<file path="src/rtl/jogador_automatico_pkg.sv">
// Shared definitions for the automatic player: state codes, default timing
// constants, result codes and small helpers. The testbench imports this
// package for its db_estado checks.
package jogador_automatico_pkg;

  typedef enum logic [3:0] {
    INICIAL     = 4'd0,
    PULSA_JOGAR = 4'd1,
    CAPTURA     = 4'd2,
    ESPERA      = 4'd3,
    PRESSIONA   = 4'd4,
    SOLTA       = 4'd5,
    PROX_RODADA = 4'd6,
    FIM         = 4'd7
  } estado_t;

  localparam int HOLD_CYC_DEF    = 10;
  localparam int GAP_CYC_DEF     = 10;
  localparam int JOGAR_CYC_DEF   = 5;
  localparam int TIMEOUT_CAP_DEF = 4000;

  localparam logic [1:0] RES_NENHUM = 2'b00;
  localparam logic [1:0] RES_GANHOU = 2'b01;
  localparam logic [1:0] RES_PERDEU = 2'b10;

  localparam logic [3:0] ULTIMA_RODADA = 4'd15;

  // True for exactly one bit set.
  function automatic logic is_one_hot(input logic [3:0] v);
    return (v != 4'd0) && ((v & (v - 4'd1)) == 4'd0);
  endfunction

  // Rotate left by one: the deliberately wrong button for error injection.
  function automatic logic [3:0] rot_left(input logic [3:0] v);
    return {v[2:0], v[3]};
  endfunction

  function automatic int max_of(input int a, input int b, input int c, input int d);
    int m;
    m = a;
    if (b > m) m = b;
    if (c > m) m = c;
    if (d > m) m = d;
    return m;
  endfunction

endpackage

</file>
<file path="src/rtl/jogador_automatico_if.sv">
// Player <-> game connection. The player (master) drives jogar/botoes and
// observes the game display and result strobes; the game is the slave.
interface jogador_automatico_if;
  logic       jogar;
  logic [3:0] botoes;
  logic [3:0] leds;
  logic       ganhou;
  logic       perdeu;
  logic       pronto;

  modport master (output jogar, botoes, input leds, ganhou, perdeu, pronto);
  modport slave  (input jogar, botoes, output leds, ganhou, perdeu, pronto);
endinterface

</file>
<file path="src/rtl/jogador_automatico_memoria_jogadas.sv">
// 16x4 storage for the captured sequence: synchronous write, asynchronous read.
module memoria_jogadas (
  input  logic       clock,
  input  logic       we_i,
  input  logic [3:0] waddr_i,
  input  logic [3:0] wdata_i,
  input  logic [3:0] raddr_i,
  output logic [3:0] rdata_o
);

  logic [3:0] mem_q [16];

  // Write port. NOTE: storage has no reset; every entry read in a round is
  // written by the capture phase first, so clearing it would only cost logic.
  always_ff @(posedge clock) begin
    if (we_i) mem_q[waddr_i] <= wdata_i;
  end

  assign rdata_o = mem_q[raddr_i];

endmodule

</file>
<file path="src/rtl/jogador_automatico.sv">
// Automatic player: watches the game's led sequence, stores it, then replays
// it on botoes with fixed press/release timing, one round longer each time.
module jogador_automatico
  import jogador_automatico_pkg::*;
#(
  parameter int HOLD_CYC    = HOLD_CYC_DEF,
  parameter int GAP_CYC     = GAP_CYC_DEF,
  parameter int JOGAR_CYC   = JOGAR_CYC_DEF,
  parameter int TIMEOUT_CAP = TIMEOUT_CAP_DEF
) (
  input  logic                  clock,
  input  logic                  reset,
  input  logic                  iniciar,
  input  logic                  injetar_erro,
  input  logic [3:0]            erro_rodada,
  jogador_automatico_if.master  jogo,
  output logic                  ocupado,
  output logic [3:0]            db_estado,
  output logic [3:0]            db_rodada,
  output logic [1:0]            db_resultado
);

  localparam int MAX_CYC = max_of(HOLD_CYC, GAP_CYC, JOGAR_CYC, TIMEOUT_CAP);
  localparam int TMR_W   = $clog2(MAX_CYC + 1);

  localparam logic [TMR_W-1:0] HOLD_FIM    = TMR_W'(HOLD_CYC - 1);
  localparam logic [TMR_W-1:0] GAP_FIM     = TMR_W'(GAP_CYC - 1);
  localparam logic [TMR_W-1:0] JOGAR_FIM   = TMR_W'(JOGAR_CYC - 1);
  localparam logic [TMR_W-1:0] TIMEOUT_FIM = TMR_W'(TIMEOUT_CAP - 1);

  estado_t          estado_q;
  logic [TMR_W-1:0] tmr_q;
  logic [3:0]       rodada_q;
  logic [3:0]       k_q;
  logic [3:0]       leds_prev_q;
  logic [3:0]       botoes_q;
  logic             jogar_q;
  logic             ocupado_q;
  logic [1:0]       resultado_q;

  logic       abortar;
  logic       captura;
  logic       mem_we;
  logic [3:0] rd_addr;
  logic [3:0] rd_data;
  logic       injeta;
  logic [3:0] valor_press;

  // Abort/capture detection and selection of the next button value.
  // NOTE: every signal gets a default at the top so no path leaves one
  // unassigned, which would otherwise infer a latch.
  always_comb begin
    abortar     = 1'b0;
    captura     = 1'b0;
    rd_addr     = k_q;
    injeta      = 1'b0;
    valor_press = 4'd0;

    if (estado_q != INICIAL && estado_q != FIM)
      abortar = jogo.ganhou | jogo.perdeu | jogo.pronto;

    // A step is a 0000 -> one-hot edge; other nonzero patterns are glitches.
    captura = (estado_q == CAPTURA) && (leds_prev_q == 4'd0) && is_one_hot(jogo.leds);

    // Leaving SOLTA loads the following press, so look one entry ahead.
    if (estado_q == SOLTA) rd_addr = k_q + 4'd1;

    injeta      = injetar_erro && (rodada_q == erro_rodada) && (rd_addr == rodada_q);
    valor_press = injeta ? rot_left(rd_data) : rd_data;
  end

  assign mem_we = captura && !abortar && !reset;

  memoria_jogadas u_mem (
    .clock   (clock),
    .we_i    (mem_we),
    .waddr_i (k_q),
    .wdata_i (jogo.leds),
    .raddr_i (rd_addr),
    .rdata_o (rd_data)
  );

  // Player FSM with all outputs registered alongside the state.
  // NOTE: non-blocking assignments throughout, so every branch reads the
  // pre-edge values of the other registers.
  always_ff @(posedge clock) begin
    if (reset) begin
      estado_q    <= INICIAL;
      tmr_q       <= '0;
      rodada_q    <= 4'd0;
      k_q         <= 4'd0;
      leds_prev_q <= 4'd0;
      botoes_q    <= 4'd0;
      jogar_q     <= 1'b0;
      ocupado_q   <= 1'b0;
      resultado_q <= RES_NENHUM;
    end else begin
      leds_prev_q <= jogo.leds;
      if (abortar) begin
        estado_q  <= FIM;
        tmr_q     <= '0;
        botoes_q  <= 4'd0;
        jogar_q   <= 1'b0;
        ocupado_q <= 1'b0;
        if (jogo.ganhou)      resultado_q <= RES_GANHOU;
        else if (jogo.perdeu) resultado_q <= RES_PERDEU;
      end else begin
        unique case (estado_q)
          INICIAL, FIM: begin
            if (iniciar) begin
              estado_q    <= PULSA_JOGAR;
              tmr_q       <= '0;
              rodada_q    <= 4'd0;
              k_q         <= 4'd0;
              jogar_q     <= 1'b1;
              ocupado_q   <= 1'b1;
              resultado_q <= RES_NENHUM;
            end
          end
          PULSA_JOGAR: begin
            if (tmr_q == JOGAR_FIM) begin
              estado_q <= CAPTURA;
              tmr_q    <= '0;
              jogar_q  <= 1'b0;
            end else begin
              tmr_q <= tmr_q + TMR_W'(1);
            end
          end
          CAPTURA: begin
            if (captura) begin
              tmr_q <= '0;
              if (k_q == rodada_q) begin
                estado_q <= ESPERA;
                k_q      <= 4'd0;
              end else begin
                k_q <= k_q + 4'd1;
              end
            end else if (tmr_q == TIMEOUT_FIM) begin
              estado_q <= ESPERA;
              tmr_q    <= '0;
              k_q      <= 4'd0;
            end else begin
              tmr_q <= tmr_q + TMR_W'(1);
            end
          end
          ESPERA: begin
            if (tmr_q == GAP_FIM) begin
              estado_q <= PRESSIONA;
              tmr_q    <= '0;
              botoes_q <= valor_press;
            end else begin
              tmr_q <= tmr_q + TMR_W'(1);
            end
          end
          PRESSIONA: begin
            if (tmr_q == HOLD_FIM) begin
              estado_q <= SOLTA;
              tmr_q    <= '0;
              botoes_q <= 4'd0;
            end else begin
              tmr_q <= tmr_q + TMR_W'(1);
            end
          end
          SOLTA: begin
            if (tmr_q == GAP_FIM) begin
              tmr_q <= '0;
              if (k_q < rodada_q) begin
                estado_q <= PRESSIONA;
                k_q      <= k_q + 4'd1;
                botoes_q <= valor_press;
              end else begin
                estado_q <= PROX_RODADA;
              end
            end else begin
              tmr_q <= tmr_q + TMR_W'(1);
            end
          end
          PROX_RODADA: begin
            tmr_q <= '0;
            k_q   <= 4'd0;
            if (rodada_q == ULTIMA_RODADA) begin
              estado_q  <= FIM;
              ocupado_q <= 1'b0;
            end else begin
              estado_q <= CAPTURA;
              rodada_q <= rodada_q + 4'd1;
            end
          end
          default: begin
            estado_q  <= INICIAL;
            ocupado_q <= 1'b0;
          end
        endcase
      end
    end
  end

  assign jogo.jogar   = jogar_q;
  assign jogo.botoes  = botoes_q;
  assign ocupado      = ocupado_q;
  assign db_estado    = estado_q;
  assign db_rodada    = rodada_q;
  assign db_resultado = resultado_q;

endmodule
</file>
<file path="src/flat_wrapper.sv">
// flat-port wrapper written by rule: the top's interface ports become plain ports
module jogador_automatico_flat import jogador_automatico_pkg::*;
#(
  parameter int HOLD_CYC    = HOLD_CYC_DEF,
  parameter int GAP_CYC     = GAP_CYC_DEF,
  parameter int JOGAR_CYC   = JOGAR_CYC_DEF,
  parameter int TIMEOUT_CAP = TIMEOUT_CAP_DEF
)
  (clock, reset, iniciar, injetar_erro, erro_rodada, ocupado, db_estado, db_rodada, db_resultado, jogo_jogar, jogo_botoes, jogo_leds, jogo_ganhou, jogo_perdeu, jogo_pronto);
  jogador_automatico_if jogo_i ();
  input  logic clock;
  input  logic reset;
  input  logic iniciar;
  input  logic injetar_erro;
  input  logic [3:0] erro_rodada;
  output logic ocupado;
  output logic [3:0] db_estado;
  output logic [3:0] db_rodada;
  output logic [1:0] db_resultado;
  output wire logic [$bits(jogo_i.jogar)-1:0] jogo_jogar;
  output wire logic [$bits(jogo_i.botoes)-1:0] jogo_botoes;
  input wire logic [$bits(jogo_i.leds)-1:0] jogo_leds;
  input wire logic [$bits(jogo_i.ganhou)-1:0] jogo_ganhou;
  input wire logic [$bits(jogo_i.perdeu)-1:0] jogo_perdeu;
  input wire logic [$bits(jogo_i.pronto)-1:0] jogo_pronto;
  assign jogo_jogar = jogo_i.jogar;
  assign jogo_botoes = jogo_i.botoes;
  assign jogo_i.leds = jogo_leds;
  assign jogo_i.ganhou = jogo_ganhou;
  assign jogo_i.perdeu = jogo_perdeu;
  assign jogo_i.pronto = jogo_pronto;
  jogador_automatico #(.HOLD_CYC(HOLD_CYC), .GAP_CYC(GAP_CYC), .JOGAR_CYC(JOGAR_CYC), .TIMEOUT_CAP(TIMEOUT_CAP)) u_core (.clock(clock), .reset(reset), .iniciar(iniciar), .injetar_erro(injetar_erro), .erro_rodada(erro_rodada), .jogo(jogo_i), .ocupado(ocupado), .db_estado(db_estado), .db_rodada(db_rodada), .db_resultado(db_resultado));
endmodule
</file>
<file path="config.mk">
export PLATFORM = sky130hd
export DESIGN_NAME = jogador_automatico_flat
export DESIGN_NICKNAME = d
export VERILOG_FILES = /design/src/rtl/jogador_automatico_pkg.sv /design/src/rtl/jogador_automatico_if.sv /design/src/rtl/jogador_automatico_memoria_jogadas.sv /design/src/rtl/jogador_automatico.sv /design/src/flat_wrapper.sv
export SDC_FILE = /design/constraint.sdc
export NUM_CORES = 1
export LEC_CHECK = 0
export CAP_MARGIN = 30
export CELL_PAD_IN_SITES_DETAIL_PLACEMENT = 1
export CELL_PAD_IN_SITES_GLOBAL_PLACEMENT = 1
export CORE_ASPECT_RATIO = 1.25
export CORE_MARGIN = 4
export CORE_UTILIZATION = 40
export DETAILED_ROUTE_END_ITERATION = 8
export PLACE_DENSITY = 0.7
export SKIP_CTS_REPAIR_TIMING = 1
export SYNTH_ARGS = -nofsm -noshare
export SYNTH_HDL_FRONTEND = slang
export SYNTH_SLANG_ARGS = --single-unit
</file>
<file path="constraint.sdc">
create_clock -name clock -period 8.22 [get_ports clock]
set_clock_uncertainty 0.15 [all_clocks]
set_input_delay 1.644 -clock clock [delete_from_list [all_inputs] [get_ports clock]]
set_output_delay 1.644 -clock clock [all_outputs]
set_load 0.02 [all_outputs]
</file>
# After elaboration in Yosys (flattened, before gate mapping)
# Memory sizes are Yosys's and may differ from the RTL's.
# Cells that the tools add are included.
[op_classes]
shifts = 0
multipliers = 0
muxes = 47
n_eq_ne = 33
addsub = 4
magnitude_cmp = 1
bitwise_logic = 5
div = 0
n_reduce_logical = 35
[ops]
columns = ["operator", "count"]
rows = [
  ["$mux 4", 21],
  ["$mux 12", 5],
  ["$pmux 12 s5", 1],
  ["$pmux 4 s7", 1],
  ["$eq 4x3->1 const B", 4],
  ["$pmux 4 s4", 1],
  ["$reduce_and 7->1", 2],
  ["$add 12x1->12 const B", 1],
  ["$eq 12x12->1 const B", 1],
  ["$eq 12x3->1 const B", 1],
  ["$eq 12x4->1 const B", 1],
  ["$eq 4x4->1", 3],
  ["$logic_not 4->1", 3],
  ["$mux 2", 6],
  ["$pmux 4 s3", 1],
  ["$reduce_bool 4->1", 3],
  ["$ne 3x1->1 const B", 3],
  ["$ne 3x2->1 const B", 3],
  ["$reduce_and 3->1", 3],
  ["$add 4x1->4 const B", 2],
  ["$eq 4x2->1 const B", 2],
  ["$logic_and 1x1->1", 8],
  ["$ne 2x1->1 const B", 4],
  ["$ne 2x2->1 const B", 4],
  ["26 further kinds", 41],
]
[totals]
register_bits = 36
ramBits = 64
output_inout_bits = 16
latch_bits = 0
n_memories = 1
romBits = 0
[memory_table]
columns = ["memory", "words", "width", "rd", "rd_clocked_by_memory_dff", "write_ports", "line_no", "text"]
rows = [
  ["u_core.u_mem.mem_q", 16, 4, 1, 0, 1, "jogador_automatico_memoria_jogadas.sv:11", "logic [3:0] mem_q [16];"],
]

# Logic depth before layout (Yosys ltp)
[depth]
depth_word = 9
ltp_mapped = 16
depth_no_buf = 10

# Cells and area by module
# From an unflattened synthesis, not the netlist that was laid out.
[hier_totals]
hier_cells = 376
area_unflattened_um2 = 4725.8
[by_module_without_submodules]
columns = ["mod", "n_inst", "cells_each", "area_each_um2"]
rows = [
  ["memoria_jogadas", 1, 126, 2586.2],
  ["jogador_automatico", 1, 250, 2139.6],
]

# Worst setup path before layout
# OpenSTA, ideal clock, no wires.
[synth_path]
path_type = "input port to flip-flop"
start = "input port jogo_perdeu"
end = "memory u_core.u_mem.mem_q[0][0] (enable)"
setup_slack_ns = 4.538
stages = 7
t_arrival_ns = 3.171
setup_time_ns = 0.361
cell_sequence = "nor3_1 > nor2_2 > or2_1 > clkbuf_1 > nor4_2 > nand2_1 > nor3_1"
[synth_via]
elab_chain_cells = 8
[synth_lines]
columns = ["element", "line_no", "text"]
rows = [
  ["from (decl)", "flat_wrapper.sv:24", "input wire logic [$bits(jogo_i.perdeu)-1:0] jogo_perdeu;"],
  ["$or 1x1->1 (2 in a row)", "jogador_automatico.sv:60", "abortar = jogo.ganhou | jogo.perdeu | jogo.pronto;"],
  ["$mux 1", "jogador_automatico.sv:59", "if (estado_q != INICIAL && estado_q != FIM)"],
  ["$logic_not 1->1", "jogador_automatico.sv:72", "assign mem_we = captura && !abortar && !reset;"],
  ["$logic_and 1x1->1 (2 in a row)", "jogador_automatico.sv:72", ""],
  ["$mux 1", "jogador_automatico_memoria_jogadas.sv:16", "if (we_i) mem_q[waddr_i] <= wdata_i;"],
  ["$mux 1 (not written as such)", "jogador_automatico_memoria_jogadas.sv:16", ""],
  ["to (decl)", "jogador_automatico_memoria_jogadas.sv:11", ""],
]
# No other way between the ends.

# Worst setup path after layout
[layout_path]
start = "input port jogo_leds[3]"
end = "register u_core.k_q[3]"
[layout_via]
elab_chain_cells = 7
elab_cells_between_ends = 10
[layout_lines]
columns = ["element", "line_no", "text"]
rows = [
  ["from (decl)", "flat_wrapper.sv:22", "input wire logic [$bits(jogo_i.leds)-1:0] jogo_leds;"],
  ["$sub 4x1->4", "jogador_automatico_pkg.sv:30", "return (v != 4'd0) && ((v & (v - 4'd1)) == 4'd0);"],
  ["$and 4x4->4", "jogador_automatico_pkg.sv:30", ""],
  ["$logic_not 4->1", "jogador_automatico_pkg.sv:30", ""],
  ["$logic_and 1x1->1 *", "jogador_automatico_pkg.sv:30", ""],
  ["$logic_and 1x1->1 *", "jogador_automatico.sv:63", "captura = (estado_q == CAPTURA) && (leds_prev_q == 4'd0) && is_one_hot(jogo.leds);"],
  ["$ne 3x2->1 (no source line) or $mux 4 (tied branches)", "-", ""],
  ["$reduce_and 6->1 (no source line) or $pmux 4 s4 (tied branches)", "-", ""],
  ["to (signal assigned)", "jogador_automatico.sv:136", "k_q <= k_q + 4'd1;"],
  ["to (signal assigned)", "jogador_automatico.sv:169", "k_q <= k_q + 4'd1;"],
  ["to (decl)", "jogador_automatico.sv:34", "logic [3:0] k_q;"],
]
# Every way passes the cells marked *; elsewhere a longest branch is shown, timed or not.
# A chain may end at the register's enable or synchronous reset.

==> impl_metrics.ini <==
[layout]
drive_above_1_share_pct = 8.738
syn2layout_area_growth_pct = 13.33
final_nets = 538
diodes = 0
stdcell_count = 683
fill_cells = 1424

[place]
io_buffers = 29
place.gp.congestion = 0.8000
hpwl_mm = 9.796
place_inst = 666

[hold_path]
min_from = u_core.db_resultado[0]$_SDFFE_PP0P_
min_path_type = flip-flop to flip-flop

[timing]
tightest_slew_ns = 0.7819
slew_viol_final = 0
max_freq_mhz = 228.6
period_needed_ns = 4.375
holdWs_ns = 0.3200
finalCritPeriodShare_pct = 53.23
setup_tns_ns = 0
setup_viol = 0
max_slew_margin_pct = 47.70
rsz0062_at_grt = no
hold_violations = 0

[pwr]
comb_power_share_pct = 17.5
p_leak_nw = 2.095
switching_share_pct = 28.37
ir_drop_v = 0.0001229
powerDensity_nw_per_um2 = 194.8
power.internal_w = 0.0008342
switchingPower_w = 0.0003304
power_frac_seq_pct = 47.7
p_clk_share_pct = 34.8

[clock_network]
clock_latency_ns = 0.34
cts_tree = built
clock_path_buffers = 2
cts.sinks = 99
cts_made_buffers = 9
htree_num_levels = 3
clkTransAtPathRegs_ns = 0.07
cts_root_buf = clkbuf_16

[detailed_routing]
vias_per_cell = 5.776
routedWlPerCell_um = 20.04
totalWireLength_mm = 13.69
antenna_left = 0
drtIter0Drc = 202
num_vias = 3945
drc = 0
dr.pass1.iters = 4

[logic_synthesis]
syn-cell-area_um2 = 5274
synth-edff-count = 64
synth_flop_cell = edfxtp_1
postSynthCellCount = 492
ys_seq_area_share_pct = 49.73
syn_nets = 520
yosys_warnings = 0
ys_seq_elements = 99
synth_top_area_cell = edfxtp_1
synthTopCellsByCount = 64 x edfxtp_1, 51 x nor2_1, 35 x dfxtp_1
synthArstFlopShare_pct = 0
synthTopCellsByArea = edfxtp_1 36%, dfxtp_1 13%, mux2i_1 4.2%
yosysMostFrequentCell = edfxtp_1
yosysUniqueCellTypes = 75
avgSynthCellArea_um2 = 10.72
synth_top_area_share_pct = 36.44

[floorplan]
dieArea_um2 = 15100
rows = 46
die_h_um = 136.4
start_util_pct = 41.27
core_um2 = 12780
die_x_um = 110.7
io_pins = 31

[grt]
track_usage_pct = 18.88
grt.overflow.total = 0
grt_max_degree = 46
antenna_found_initial = 0
grt_pass1_wl_mm = 22.41
grt_pass1_vias = 4152

[worst_setup_path]
r2r_start = u_core.db_estado[2]$_SDFFE_PP0P_
path_max_fanout = 20
critPathLaunch = jogo_leds[3]
worstSetupPathType = primary input to flip-flop
start_kind = primary input
crit_required_ns = 8.33
endpoint_kind = flip-flop
critPathArrivalTime_ns = 4.48

[run]
max_cap_viol_count = 0

[status]
status = finished clean
==> kinds of logic (layout without fill, tap and decap cells) <==
logic type	Yosys count	in the layout	synth area share [%]
compound gates	107	107	14.31
xor+xnor	17	17	3.322
fa+ha+maj	13	13	3.084
buf+inv	46	69	3.891
flops	99	99	49.73
mux	30	30	7.165
other cells	1	1	0.07111
simple gates	179	179	18.43
==> per-layer routing <==
layer  share of wire [%]  global-route usage (%)  up-vias  routed length, um
li1                    -                       -     1897                  -
met2                  54                   35.59       68               7431
met4                0.83                   4.860        0                113
met5                   0                       0        -                  0
met3                 2.8                   3.161        8                386
met1                  42                   22.25     1972               5754
==> cell usage in the layout (no fill, tap or decap), drive strengths merged, types with 3 or more instances in the layout <==
master,n
dfxtp,35
a221o,4
mux4,6
a32o,4
ha,13
edfxtp,64
a211oi,5
nand2b,7
and3,4
mux2i,22
nand4,3
a21o,4
a31oi,12
o22ai,3
xnor2,10
clkdlybuf4s50,29
a32oi,4
nand3b,8
or3,5
o21ai,18
nor3b,5
buf,6
nor4,6
nor3,21
nand2,26
a21oi,25
nor2b,11
clkbuf,11
xor2,7
nor2,52
nand3,12
and2,3
or4,3
inv,22
==> through the flow <==
step	instance area (um2)	total power (W)	setup slack, ns	util, %
after floorplan	5274	0.0007041	4.538	-
after global placement	5669	0.0007590	3.566	44.37
after detailed placement	5674	0.0007664	3.479	44.41
after CTS	5957	0.001170	3.831	46.62
after global routing	5977	0.001224	3.585	46.78
final	5977	0.001165	3.845	46.78
==> path summary, 6_finish.rpt <==
kind	endpoint	slack (ns)	depth (start not counted)
worst min-delay path	u_core.db_resultado[0]$_SDFFE_PP0P_	0.32	2
worst max-delay path	u_core.k_q[3]$_SDFFE_PP0P_	3.84	8
worst min register to register	u_core.db_resultado[0]$_SDFFE_PP0P_	0.32	2
worst max register to register	u_core.jogo.botoes[0]$_SDFFE_PP0P_	4.33	8
==> power by group through the flow <==
| stage | sequential (W) | combinational, W | clock [W] |
|---|---|---|---|
| 2_1_floorplan | 0.000559 | 0.000145 | 0 |
| 3_3_place_gp | 0.000566 | 0.000193 | 0 |
| 3_5_place_dp | 0.000567 | 0.000200 | 0 |
| 4_1_cts | 0.000555 | 0.000202 | 0.000413 |
| 5_1_grt | 0.000557 | 0.000223 | 0.000444 |
| 6_report | 0.000556 | 0.000203 | 0.000406 |
==> worst max-delay path, stage by stage <==
cell and delay (ns):
clkdlybuf4s50_1 0.79, nor4b_1 0.44, a211oi_1 0.16, o21ai_2 0.18
o211ai_2 0.15, a2111o_1 0.42, or4_1 0.54, a21oi_1 0.15
==> cell type report <==
| class | count | area (um2) | share of cell area (%) |
|---|---|---|---|
| Timing Repair Buffer | 35 | 345.3 | 5.778 |
| Clock inverter | 5 | 40.04 | 0.6699 |
| Multi-Input combinational cell | 347 | 2449 | 40.97 |
| Tap cell | 168 | 210.2 | 3.517 |
| Clock buffer | 11 | 242.7 | 4.061 |
| Sequential cell | 99 | 2623 | 43.88 |
| Inverter | 18 | 67.56 | 1.130 |
==> sequential cells by signal (all words and copies together), names as in the netlist <==
register,count
u_core.ocupado,1
u_core.leds_prev_q,4
u_core.db_estado,3
u_core.db_rodada,4
u_core.jogo.jogar,1
u_core.tmr_q,12
u_core.jogo.botoes,4
u_core.k_q,4
u_core.u_mem.mem_q,64
u_core.db_resultado,2
(Power assumes the default switching activity.)
